### src/rtl/cache_control.sv
// -----------------------------------------------------------------------------
// cache_control
//   Control FSM for a 2-way set-associative, write-back, write-allocate cache.
//   The datapath supplies the hit, dirty and LRU status of the indexed set.
//   This block returns the data/metadata write strobes, the physical-memory
//   handshake and the CPU response.
//
// Ports
//   clk, rst                  clock; synchronous active-high reset
//   mem_read, mem_write       CPU request, held until mem_resp
//   mem_byte_enable           CPU write byte mask
//   mem_resp                  one-cycle request-done pulse
//   hit, dirty, lru           per-way status of the indexed set (datapath)
//   pmem_read, pmem_write     physical memory line strobes
//   pmem_resp                 physical memory done pulse
//   way_we0, way_we1          byte write masks for the two data arrays
//   data_src                  data array source: 0 = CPU data, 1 = pmem line
//   addr_src                  pmem address: 0 = CPU address, 1 = victim line
//   tag_load, valid_set,
//   dirty_set, dirty_clr      per-way metadata strobes
//   lru_load, lru_in          LRU write strobe and value
//   victim                    latched victim way (writeback data mux select)
// -----------------------------------------------------------------------------
module cache_control #(
  parameter int s_offset = 5,
  parameter int s_index  = 3
) (
  input  logic                     clk,
  input  logic                     rst,
  input  logic                     mem_read,
  input  logic                     mem_write,
  input  logic [(2**s_offset)-1:0] mem_byte_enable,
  output logic                     mem_resp,
  input  logic [1:0]               hit,
  input  logic [1:0]               dirty,
  input  logic                     lru,
  output logic                     pmem_read,
  output logic                     pmem_write,
  input  logic                     pmem_resp,
  output logic [(2**s_offset)-1:0] way_we0,
  output logic [(2**s_offset)-1:0] way_we1,
  output logic                     data_src,
  output logic                     addr_src,
  output logic [1:0]               tag_load,
  output logic [1:0]               valid_set,
  output logic [1:0]               dirty_set,
  output logic [1:0]               dirty_clr,
  output logic                     lru_load,
  output logic                     lru_in,
  output logic                     victim
);

  // The set count only shapes the datapath. A negative value is meaningless,
  // so an empty marker block is the only thing it can select here.
  if (s_index < 0) begin : g_bad_index
  end

  typedef enum logic [1:0] {
    IDLE      = 2'd0,
    WRITEBACK = 2'd1,
    ALLOCATE  = 2'd2
  } state_e;

  state_e state_q, state_d;
  logic   victim_q, victim_d;
  logic   req;
  logic   hit_way;

  assign req     = mem_read | mem_write;
  // Way 0 takes priority when both ways report a hit.
  assign hit_way = ~hit[0];

  always_ff @(posedge clk) begin
    if (rst) begin
      state_q  <= IDLE;
      victim_q <= 1'b0;
    end else begin
      state_q  <= state_d;
      victim_q <= victim_d;
    end
  end

  always_comb begin
    state_d    = state_q;
    victim_d   = victim_q;
    mem_resp   = 1'b0;
    pmem_read  = 1'b0;
    pmem_write = 1'b0;
    way_we0    = '0;
    way_we1    = '0;
    data_src   = 1'b0;
    addr_src   = 1'b0;
    tag_load   = 2'b00;
    valid_set  = 2'b00;
    dirty_set  = 2'b00;
    dirty_clr  = 2'b00;
    lru_load   = 1'b0;
    lru_in     = 1'b0;
    victim     = 1'b0;
    // While reset is high every strobe stays low. This means a pmem_resp that
    // coincides with reset cannot commit a fill or clear metadata.
    if (!rst) begin
      unique case (state_q)
        IDLE: begin
          if (req) begin
            if (|hit) begin
              mem_resp = 1'b1;
              lru_load = 1'b1;
              lru_in   = ~hit_way;
              // A write takes precedence when read and write are both high.
              if (mem_write) begin
                data_src           = 1'b0;
                dirty_set[hit_way] = 1'b1;
                if (hit_way) way_we1 = mem_byte_enable;
                else         way_we0 = mem_byte_enable;
              end
            end else begin
              victim_d = lru;
              state_d  = dirty[lru] ? WRITEBACK : ALLOCATE;
            end
          end
        end
        WRITEBACK: begin
          pmem_write = 1'b1;
          addr_src   = 1'b1;
          victim     = victim_q;
          if (pmem_resp) begin
            dirty_clr[victim_q] = 1'b1;
            state_d             = ALLOCATE;
          end
        end
        ALLOCATE: begin
          pmem_read = 1'b1;
          addr_src  = 1'b0;
          victim    = victim_q;
          if (pmem_resp) begin
            data_src            = 1'b1;
            tag_load[victim_q]  = 1'b1;
            valid_set[victim_q] = 1'b1;
            dirty_clr[victim_q] = 1'b1;
            if (victim_q) way_we1 = '1;
            else          way_we0 = '1;
            // Back to IDLE, which sees the line as a hit. A write miss then
            // merges its bytes over the freshly filled line.
            state_d = IDLE;
          end
        end
        default: state_d = IDLE;
      endcase
    end
  end

endmodule

### config.mk
export PLATFORM = sky130hd
export DESIGN_NAME = cache_control
export DESIGN_NICKNAME = d
export VERILOG_FILES = /design/src/rtl/cache_control.sv
export SDC_FILE = /design/constraint.sdc
export NUM_CORES = 1
export LEC_CHECK = 0
export CAP_MARGIN = 10
export CELL_PAD_IN_SITES_DETAIL_PLACEMENT = 1
export CELL_PAD_IN_SITES_GLOBAL_PLACEMENT = 1
export CORE_MARGIN = 4
export CORE_UTILIZATION = 19
export DETAILED_ROUTE_END_ITERATION = 6
export PLACE_DENSITY_LB_ADDON = 0.1
export SLEW_MARGIN = 10
export SYNTH_ARGS = -nofsm -noshare
export SYNTH_HDL_FRONTEND = slang
export SYNTH_SLANG_ARGS = --single-unit
### constraint.sdc
create_clock -name clk -period 3.9 [get_ports clk]
set_input_delay 0.78 -clock clk [delete_from_list [all_inputs] [get_ports clk]]
set_output_delay 0.78 -clock clk [all_outputs]
set_load 0.02 [all_outputs]
Word level (Yosys, flattened, before mapping)
Index checks and enable logic that the tools add are counted.
W data, S select, Z words.
Storage, ports and cells
  output and inout port bits: 80
  bits in registers: 3
Cells by class
  equality and inequality tests: 6
  $lt $le $gt $ge: 5
  bitwise gates (word level): 3
  reductions and logical operators: 7
  muxes and demuxes: 55
Operator list (number)
  $mux W32: 14
  $pmux W32 S2: 2
  $mux W2: 15
  $mux W1: 21
  $ne A2 B2 Y1 const B: 4
  $lt A1 B2 Y1 const B: 3
  $pmux W2 S3: 1
  $reduce_and A4 Y1: 1
  $reduce_or A2 Y1: 2
  $reduce_and A3 Y1: 1
  $demux W1 S1: 2
  $eq A2 B1 Y1 const B: 1
  $eq A2 B2 Y1 const B: 1
  $ge A1 B1 Y1 const B: 2
  $logic_and A1 B1 Y1: 2
  $logic_not A2 Y1: 1
  $not A1 Y1: 2
  $or A1 B1 Y1: 1

Logic depth before layout (Yosys ltp)
Gate-level depths: netlist of run 1.
  depth after elaboration: 10
  depth in mapped cells: 7

Least setup slack after synthesis of run 1
No wires, ideal clock.
  kind: input -> output
  from: input port rst
  to: output port mem_resp
  buffers on the path: 2
  data required time: 3120 ps
  slack: 1329 ps
  stages: 3
  data arrival time: 1791 ps
  cell sequence: clkbuf_1 -> nor3_1 -> buf_4
Between the ends
  cells in the longest elaborated chain, start to end: 1
RTL lines
  from (decl): RTL line 29  | input logic rst,
  $mux W1
  to (decl): RTL line 33  | output logic mem_resp,
No other way between the ends.

Worst setup path after layout of run 1
  from: input port pmem_resp
  to: output port way_we0[19]
Between the ends
  cells in the longest elaborated chain, start to end: 3
RTL lines
  from (decl): RTL line 39  | input logic pmem_resp,
  $mux W32: RTL line 136  | if (pmem_resp) begin
  $pmux W32 S2: RTL line 103  | unique case (state_q)
  $mux W32: RTL line 102  | if (!rst) begin
  to (decl): RTL line 40  | output logic [(2**s_offset)-1:0] way_we0,
No other way between the ends.

==> run_results.csv, run 1 <==
group,metric,value,unit
status,outcome,"complete, no violations",
min_path,min_path_type,"register to register",
global_route,groute.usage.overall,13.4,%
logic_synthesis,netlist.top_cell.by_area,"sky130_fd_sc_hd__a21oi_2",
floorplan,die-height,87.4,um
setup_path,crit_path_cell_trace,"clkdlybuf4s50_1 > nand2_2 > or2_2 > buf_12 > a21oi_2 > clkdlybuf4s50_1",
placed_design,port-buffer-count,121,
logic_synthesis,post_synthesis_cells,201,
timing,fmax,0.278,GHz
global_route,grt_pass1_vias,1698,
logic_synthesis,synth_area_per_cell,5.96,um2
logic_synthesis,post-synth-top-area-fraction,21.9,%
drt,detailedRoute.firstPassIterationCount,4,
clock_network,clkSlewWorstSetupHoldPaths,0.03,ns
setup_path,critical-path-slowest-cell,"sky130_fd_sc_hd__clkdlybuf4s50_1",
timing,fin_hold_ws,0.503,ns
floorplan,coreArea,6030,um2
pwr,ir_worst_vdd,292,uV
final_layout,layout-drive-gt1-share,14.9,%
timing,clock-skew-final,0.00142,ns
global_route,first_pass_grt_wire_length,8520,um
global_route,grt-ovfl-total,0,
final_layout,fillCellCount,757,
timing,layout_worst_path_cycle_share,92.1,%
pwr,power.leakage,0.785,nW
timing,setup_tns,0,ns
drt,drt_first_iter_violations,33,
timing,slew_violations,0,
setup_path,largest_incremental_delay_on_the_critical_path,0.64,ns
drt,dr_total_vias,1700,
setup_path,crit_path_max_fanout,24,
clock_network,clockBufferDepth,2,
setup_path,cpMostUsedCell,"sky130_fd_sc_hd__clkdlybuf4s50_1",
placed_design,post-place-cells,379,
logic_synthesis,biggest_area_contributors_in_the_synthesized_netlist,"sky130_fd_sc_hd__a21oi_2 (22%), sky130_fd_sc_hd__nand2_1 (20%), sky130_fd_sc_hd__a21oi_1 (15%)",
placed_design,hpwl_dp,4180,um
setup_path,regToRegSetupSlack,2.31,ns
floorplan,die_area,7640,um2
setup_path,timing.setup.critical_path_class,"input pin to primary output",
drt,detail_route.drc_violations,0,
setup_path,setup.worst_path.start_class,"input pin",
pwr,post-layout-total-power,0.538,mW
timing,slew_headroom,77.5,%
floorplan,number_of_top_level_pins,122,
logic_synthesis,flop_and_latch_count_out_of_synthesis,3,
logic_synthesis,syn_nets,246,
timing,post-route-min-period,3.59,ns
setup_path,cp_data_arrival_time,2.81,ns
setup_path,cp.required,3.12,ns
drt,detail_route.wl_per_cell,14.3,um
logic_synthesis,synth_seq_area_share,5.02,%
drt,ant_nets,0,
placed_design,finalWeightedCongestion,0.721,
pwr,power.density_cell_area,218,nW/um2
global_route,grt_antenna_before_repair,0,
clock_network,tritoncts,"built",
logic_synthesis,yosys_warnings,0,
floorplan,die_w,87.4,um
final_layout,finalNetCount,354,
timing,setup_viol_count_final,0,
clock_network,post_cts_hold_buffer_count,0,
timing,grt_setup_unrepaired,"false",
timing,report.final.hold_viol_count,0,
clock_network,tritoncts.num_buffers,3,
drt,detail_route.vias_per_cell,4.44,
logic_synthesis,mappedNetlistArea,1200,um2
clock_network,clk_root_buffer_cell,"sky130_fd_sc_hd__clkbuf_8",
clock_network,ctsResizeCount,0,
final_layout,final_util,40.9,%
clock_network,clock_sink_count,3,
run,maxCapViolCount,0,
clock_network,clock_tree.htree_level_count,1,
logic_synthesis,synthDistinctLibCells,27,
final_layout,antenna_cells_inserted,0,
global_route,grt_max_degree,65,
timing,worstMarginPinSlew,0.334,ns
floorplan,core.rowCount,28,
drt,routed_wire_length,5460,um
clock_network,clkLatencyLatePin,0.21,ns
floorplan,start_util,19.9,%
clock_network,postCtsSetupRepairBufs,0,
final_layout,relative_area_change_from_synthesis_to_final_layout,106,%
setup_path,cp-end-kind,"primary output",
final_layout,layout.cells.non_filler,383,
Yosys cell counts:
master                     instances
sky130_fd_sc_hd__nand2_1          64
sky130_fd_sc_hd__a21oi_1          36
sky130_fd_sc_hd__a21oi_2          30
sky130_fd_sc_hd__buf_2            10
sky130_fd_sc_hd__buf_4             7
sky130_fd_sc_hd__nor2_1            7
sky130_fd_sc_hd__clkbuf_1          6
sky130_fd_sc_hd__nor2b_1           5
sky130_fd_sc_hd__buf_12            3
sky130_fd_sc_hd__dfxtp_1           3
sky130_fd_sc_hd__ha_1              3
sky130_fd_sc_hd__inv_1             3
sky130_fd_sc_hd__nor3_1            3
sky130_fd_sc_hd__o21ai_0           3
sky130_fd_sc_hd__and2_1            2
sky130_fd_sc_hd__and3_1            2
sky130_fd_sc_hd__nand3_1           2
sky130_fd_sc_hd__nor3b_1           2
sky130_fd_sc_hd__or2_1             2
sky130_fd_sc_hd__and4b_1           1
sky130_fd_sc_hd__buf_6             1
sky130_fd_sc_hd__mux2_2            1
sky130_fd_sc_hd__mux2i_1           1
sky130_fd_sc_hd__nand2_2           1
sky130_fd_sc_hd__nand3b_1          1
sky130_fd_sc_hd__nor4_1            1
sky130_fd_sc_hd__o21bai_1          1
area by class of cell:
cell class	instances	area, um2	area share [%]
timing repair buffer	130	1320	53.3
multi-input combinational	168	941	38.1
tap	75	93.8	3.80
sequential	3	60.1	2.43
clock buffer	4	45.0	1.83
inverter	3	11.3	0.456
stage by stage:
| stage | instance area [um2] | setup slack (ns) |
|---|---|---|
| finish | 2470 | 0.308 |
| detailed placement | 2420 | 0.294 |
| global placement | 2420 | 0.309 |
| CTS | 2470 | 0.297 |
| floorplan | 1200 | 1.33 |
| global route | 2470 | 0.191 |
report_power, final:
| group | internal [mW] | switching (mW) | total [mW] |
|---|---|---|---|
| Combinational | 0.185 | 0.226 | 0.411 |
| Sequential | 0.0345 | 0.00279 | 0.0373 |
| Clock | 0.0697 | 0.0203 | 0.0900 |
| Total | 0.289 | 0.249 | 0.538 |
cell families (layout without fill, tap and decap cells):
kind of cell             count (synthesis)  count (layout)  synth area share, %
AND/OR/NAND/NOR                         93              93                 33.9
AO/OA/AOI/OAI                           70              70                 38.9
buffers and inverters                   30             137                 17.3
adder cells (fa/ha/maj)                  3               3                 3.14
flip-flops                               3               3                 5.02
multiplexers                             2               2                 1.78
placed cells by master, fill, tap and decap left out, drive strengths merged:
cell type,synthesis,layout
nor4,1,1
nor2,7,7
nand2,65,65
dfxtp,3,3
nor2b,5,5
o21bai,1,1
inv,3,3
clkbuf,6,4
and3,2,2
nand3b,1,1
clkdlybuf4s50,0,121
buf,21,9
or2,2,2
nand3,2,2
mux2,1,1
mux2i,1,1
and2,2,2
a21oi,66,66
nor3,3,3
o21ai,3,3
nor3b,2,2
ha,3,3
and4b,1,1
final timing paths:
kind,to,from,cells after the start
setup reg to reg,victim_q$_SDFFE_PP0P_,state_q[0]$_SDFFE_PP0P_,6
hold reg to reg,state_q[0]$_SDFFE_PP0P_,state_q[0]$_SDFFE_PP0P_,2
setup / recovery,way_we0[19],pmem_resp,6
hold / removal,state_q[0]$_SDFFE_PP0P_,state_q[0]$_SDFFE_PP0P_,2
per-layer routing:
metal  wire (um)  global-route usage [%]  vias up  part of all wire (%)
met5           0                       0        -                     0
met4          18                    2.09        0                  0.33
met3         447                    1.99        2                   8.2
met2        2500                    22.5       70                    46
met1        2500                    18.4      750                    46
li1            -                       -      878                     -
state kept, by name (all words and copies together), names as in the netlist:
signal and cells:
victim_q 1, state_q 2
worst max-delay path, delay by kind of cell:
kind	cells	cell delay (ns)
buffers and inverters	3	1.42
AND/OR/NAND/NOR	2	0.49
AO/OA/AOI/OAI	1	0.12
(Power assumes the default switching activity.)
==> inputs of run 2 (changes only) <==
ABC_AREA = 1   (was not set)
CORE_MARGIN = 5   (was 4)
CORE_UTILIZATION = 16   (was 19)
CTS_CLUSTER_SIZE = 30   (was not set)
==> run 2 against run 1 <==
Utilization decreased by 4.4 points. Wire length increased by 10%. Clock power increased by 1%.
==> run_results.csv, run 2 <==
group,metric,value,unit
timing,setup_viol_count_final,0,
final_layout,largest_reg_flops,2,
final_layout,registers.top_by_ff_count,"state_q",
pwr,switching_share,44.9,%
timing,report.final.hold_viol_count,0,
final_layout,layout-drive-gt1-share,5.49,%
setup_path,timing.setup.critical_path_class,"input pin to primary output",
logic_synthesis,syn_nets,263,
logic_synthesis,synth_seq_area_share,5.64,%
drt,ant_nets,0,
final_layout,layout.cells.most_common_list,"sky130_fd_sc_hd__clkdlybuf4s50_1 (120), sky130_fd_sc_hd__a21oi_1 (66), sky130_fd_sc_hd__nor2_1 (47)",
timing,setup_tns,0,ns
final_layout,final_common_cell,"sky130_fd_sc_hd__clkdlybuf4s50_1",
floorplan,number_of_top_level_pins,122,
pwr,combinationalPowerShare,73.1,%
logic_synthesis,post_synth_edffs,0,
logic_synthesis,mappedNetlistArea,1060,um2
clock_network,post_cts_hold_buffer_count,0,
logic_synthesis,flop_and_latch_count_out_of_synthesis,3,
pwr,power.switching,0.214,mW
logic_synthesis,synthDistinctLibCells,18,
logic_synthesis,ys_async_sr_fraction,0,%
floorplan,die_area,8390,um2
logic_synthesis,netlist.top_cell.by_area,"sky130_fd_sc_hd__a21oi_1",
drt,detail_route.wl_per_cell,14.8,um
clock_network,ctsResizeCount,0,
setup_path,crit_path_max_fanout,22,
setup_path,cp.required,3.12,ns
run,maxCapViolCount,0,
clock_network,tritoncts.num_buffers,3,
drt,routed_wire_length,6010,um
setup_path,cp_data_arrival_time,2.75,ns
floorplan,die-height,91.6,um
logic_synthesis,synth.most_common_cell,"sky130_fd_sc_hd__a21oi_1",
global_route,grt_max_degree,33,
logic_synthesis,yosys_warnings,0,
clock_network,clkLatencyLatePin,0.22,ns
timing,worstMarginPinSlew,0.526,ns
floorplan,start_util,16.6,%
floorplan,core.rowCount,29,
logic_synthesis,post_synthesis_cells,218,
floorplan,coreArea,6420,um2
drt,detail_route.drc_violations,0,
timing,layout_worst_path_cycle_share,90.5,%
global_route,grt-ovfl-total,0,
clock_network,clkSlewWorstSetupHoldPaths,0.03,ns
pwr,seq_power_share,7.7,%
pwr,p_int,0.262,mW
global_route,groute.usage.overall,13.3,%
setup_path,cp-end-kind,"primary output",
timing,slew_headroom,64.9,%
timing,slew_violations,0,
final_layout,finalNetCount,374,
final_layout,antenna_cells_inserted,0,
placed_design,hpwl_dp,4620,um
final_layout,final_util,36.6,%
global_route,grt_antenna_before_repair,0,
clock_network,clock_sink_count,3,
timing,post-route-min-period,3.53,ns
clock_network,postCtsSetupRepairBufs,0,
pwr,power.leakage,0.868,nW
timing,grt_setup_unrepaired,"false",
timing,fmax,0.283,GHz
drt,drt_first_iter_violations,41,
clock_network,clock_tree.htree_level_count,1,
drt,detailedRoute.firstPassIterationCount,3,
timing,clock-skew-final,0.00128,ns
min_path,min_path_type,"register to register",
logic_synthesis,biggest_area_contributors_in_the_synthesized_netlist,"sky130_fd_sc_hd__a21oi_1 (31%), sky130_fd_sc_hd__nor2_1 (17%), sky130_fd_sc_hd__nand2_1 (15%)",
clock_network,tritoncts,"built",
logic_synthesis,post-synth-top-area-fraction,31.0,%
clock_network,clk_root_buffer_cell,"sky130_fd_sc_hd__clkbuf_8",
final_layout,top_regs,"state_q (2), victim_q (1)",
logic_synthesis,yosys-top-cells-count,"sky130_fd_sc_hd__a21oi_1 (66), sky130_fd_sc_hd__nor2_1 (48), sky130_fd_sc_hd__nand2_1 (43)",
global_route,grt_pass1_vias,1923,
logic_synthesis,synth_flop_cell,"sky130_fd_sc_hd__dfxtp_1",
final_layout,relative_area_change_from_synthesis_to_final_layout,121,%
logic_synthesis,synth_area_per_cell,4.88,um2
global_route,first_pass_grt_wire_length,9520,um
status,outcome,"complete, no violations",
placed_design,port-buffer-count,121,
pwr,ir_worst_vdd,259,uV
pwr,power.density_cell_area,202,nW/um2
drt,dr_total_vias,1814,
floorplan,die_w,91.6,um
pwr,share_clk_of_total_power,19.1,%
drt,detail_route.vias_per_cell,4.48,
placed_design,finalWeightedCongestion,0.754,
setup_path,setup.worst_path.start_class,"input pin",
clock_network,clockBufferDepth,2,
-- run 2: changes by cell type after synthesis, sizes merged, moves of 2 or more --
cell	before	now
nor2	7	49
nand2	65	44
nor3b	2	0
and3	2	0
clkbuf	6	9
and2	2	0
nand3	2	6
buf	21	15
nor2b	5	0
or2	2	0
inv	3	16
-- run 2: final timing paths --
path	from	slack [ns]	endpoint	cells past startpoint
setup reg to reg	state_q[0]$_SDFFE_PP0P_	2.60	state_q[0]$_SDFFE_PP0P_	6
setup / recovery	hit[0]	0.37	way_we0[19]	7
hold / removal	victim_q$_SDFFE_PP0P_	0.49	victim_q$_SDFFE_PP0P_	2
hold reg to reg	victim_q$_SDFFE_PP0P_	0.49	victim_q$_SDFFE_PP0P_	2
-- run 2: per-layer routing --
metal  vias to the layer above  wire length [um]  global-route usage [%]
met4                         0                52                    1.76
li1                        919                 -                       -
met2                        61              3030                    26.4
met5                         -                 0                       0
met1                       830              2550                    14.9
met3                         4               374                    2.48
-- run 2: layout make-up --
| cell class | instances | area [um2] |
|---|---|---|
| fill | 839 | 4070 |
| inverter | 16 | 60.1 |
| sequential | 3 | 60.1 |
| clock buffer | 4 | 45.0 |
| multi-input combinational | 175 | 802 |
| timing repair buffer | 130 | 1290 |
| tap | 77 | 96.3 |
-- run 2: power groups by stage --
| stage | clock network (mW) | registers (mW) | logic, mW |
|---|---|---|---|
| after floorplan | 0 | 0.0367 | 0.186 |
| after global placement | 0 | 0.0371 | 0.350 |
| after detailed placement | 0 | 0.0372 | 0.351 |
| after CTS | 0.0941 | 0.0368 | 0.353 |
| after global routing | 0.0967 | 0.0370 | 0.378 |
| final | 0.0910 | 0.0368 | 0.348 |
-- run 2: critical path, stage by stage --
cell and delay, ns:
sky130_fd_sc_hd__clkdlybuf4s50_1 0.58, sky130_fd_sc_hd__inv_1 0.12, sky130_fd_sc_hd__nor2_2 0.13, sky130_fd_sc_hd__buf_4 0.27, sky130_fd_sc_hd__a21oi_1 0.10, sky130_fd_sc_hd__nor2_1 0.12
sky130_fd_sc_hd__clkdlybuf4s50_1 0.62
-- run 2: through the flow --
stage                     instances  instance area, um2  total power, mW  setup WS (ns)  hold slack, ns
after floorplan                 218                1060            0.223           1.22           0.458
after global placement          401                2300            0.387          0.422           0.484
after detailed placement        401                2300            0.389          0.373           0.488
after CTS                       405                2350            0.484          0.380           0.493
after global routing            405                2350            0.512          0.269           0.507
final                           405                2350            0.476          0.369           0.492
-- run 2: kinds of logic (layout without fill, tap and decap cells) --
family / after synthesis / count (layout) / share of synthesized area [%]
AO/OA/AOI/OAI: 69 / 69 / 32.4
adder cells (fa/ha/maj): 3 / 3 / 3.53
buffers and inverters: 40 / 150 / 19.3
flip-flops: 3 / 3 / 5.64
AND/OR/NAND/NOR: 103 / 103 / 39.1
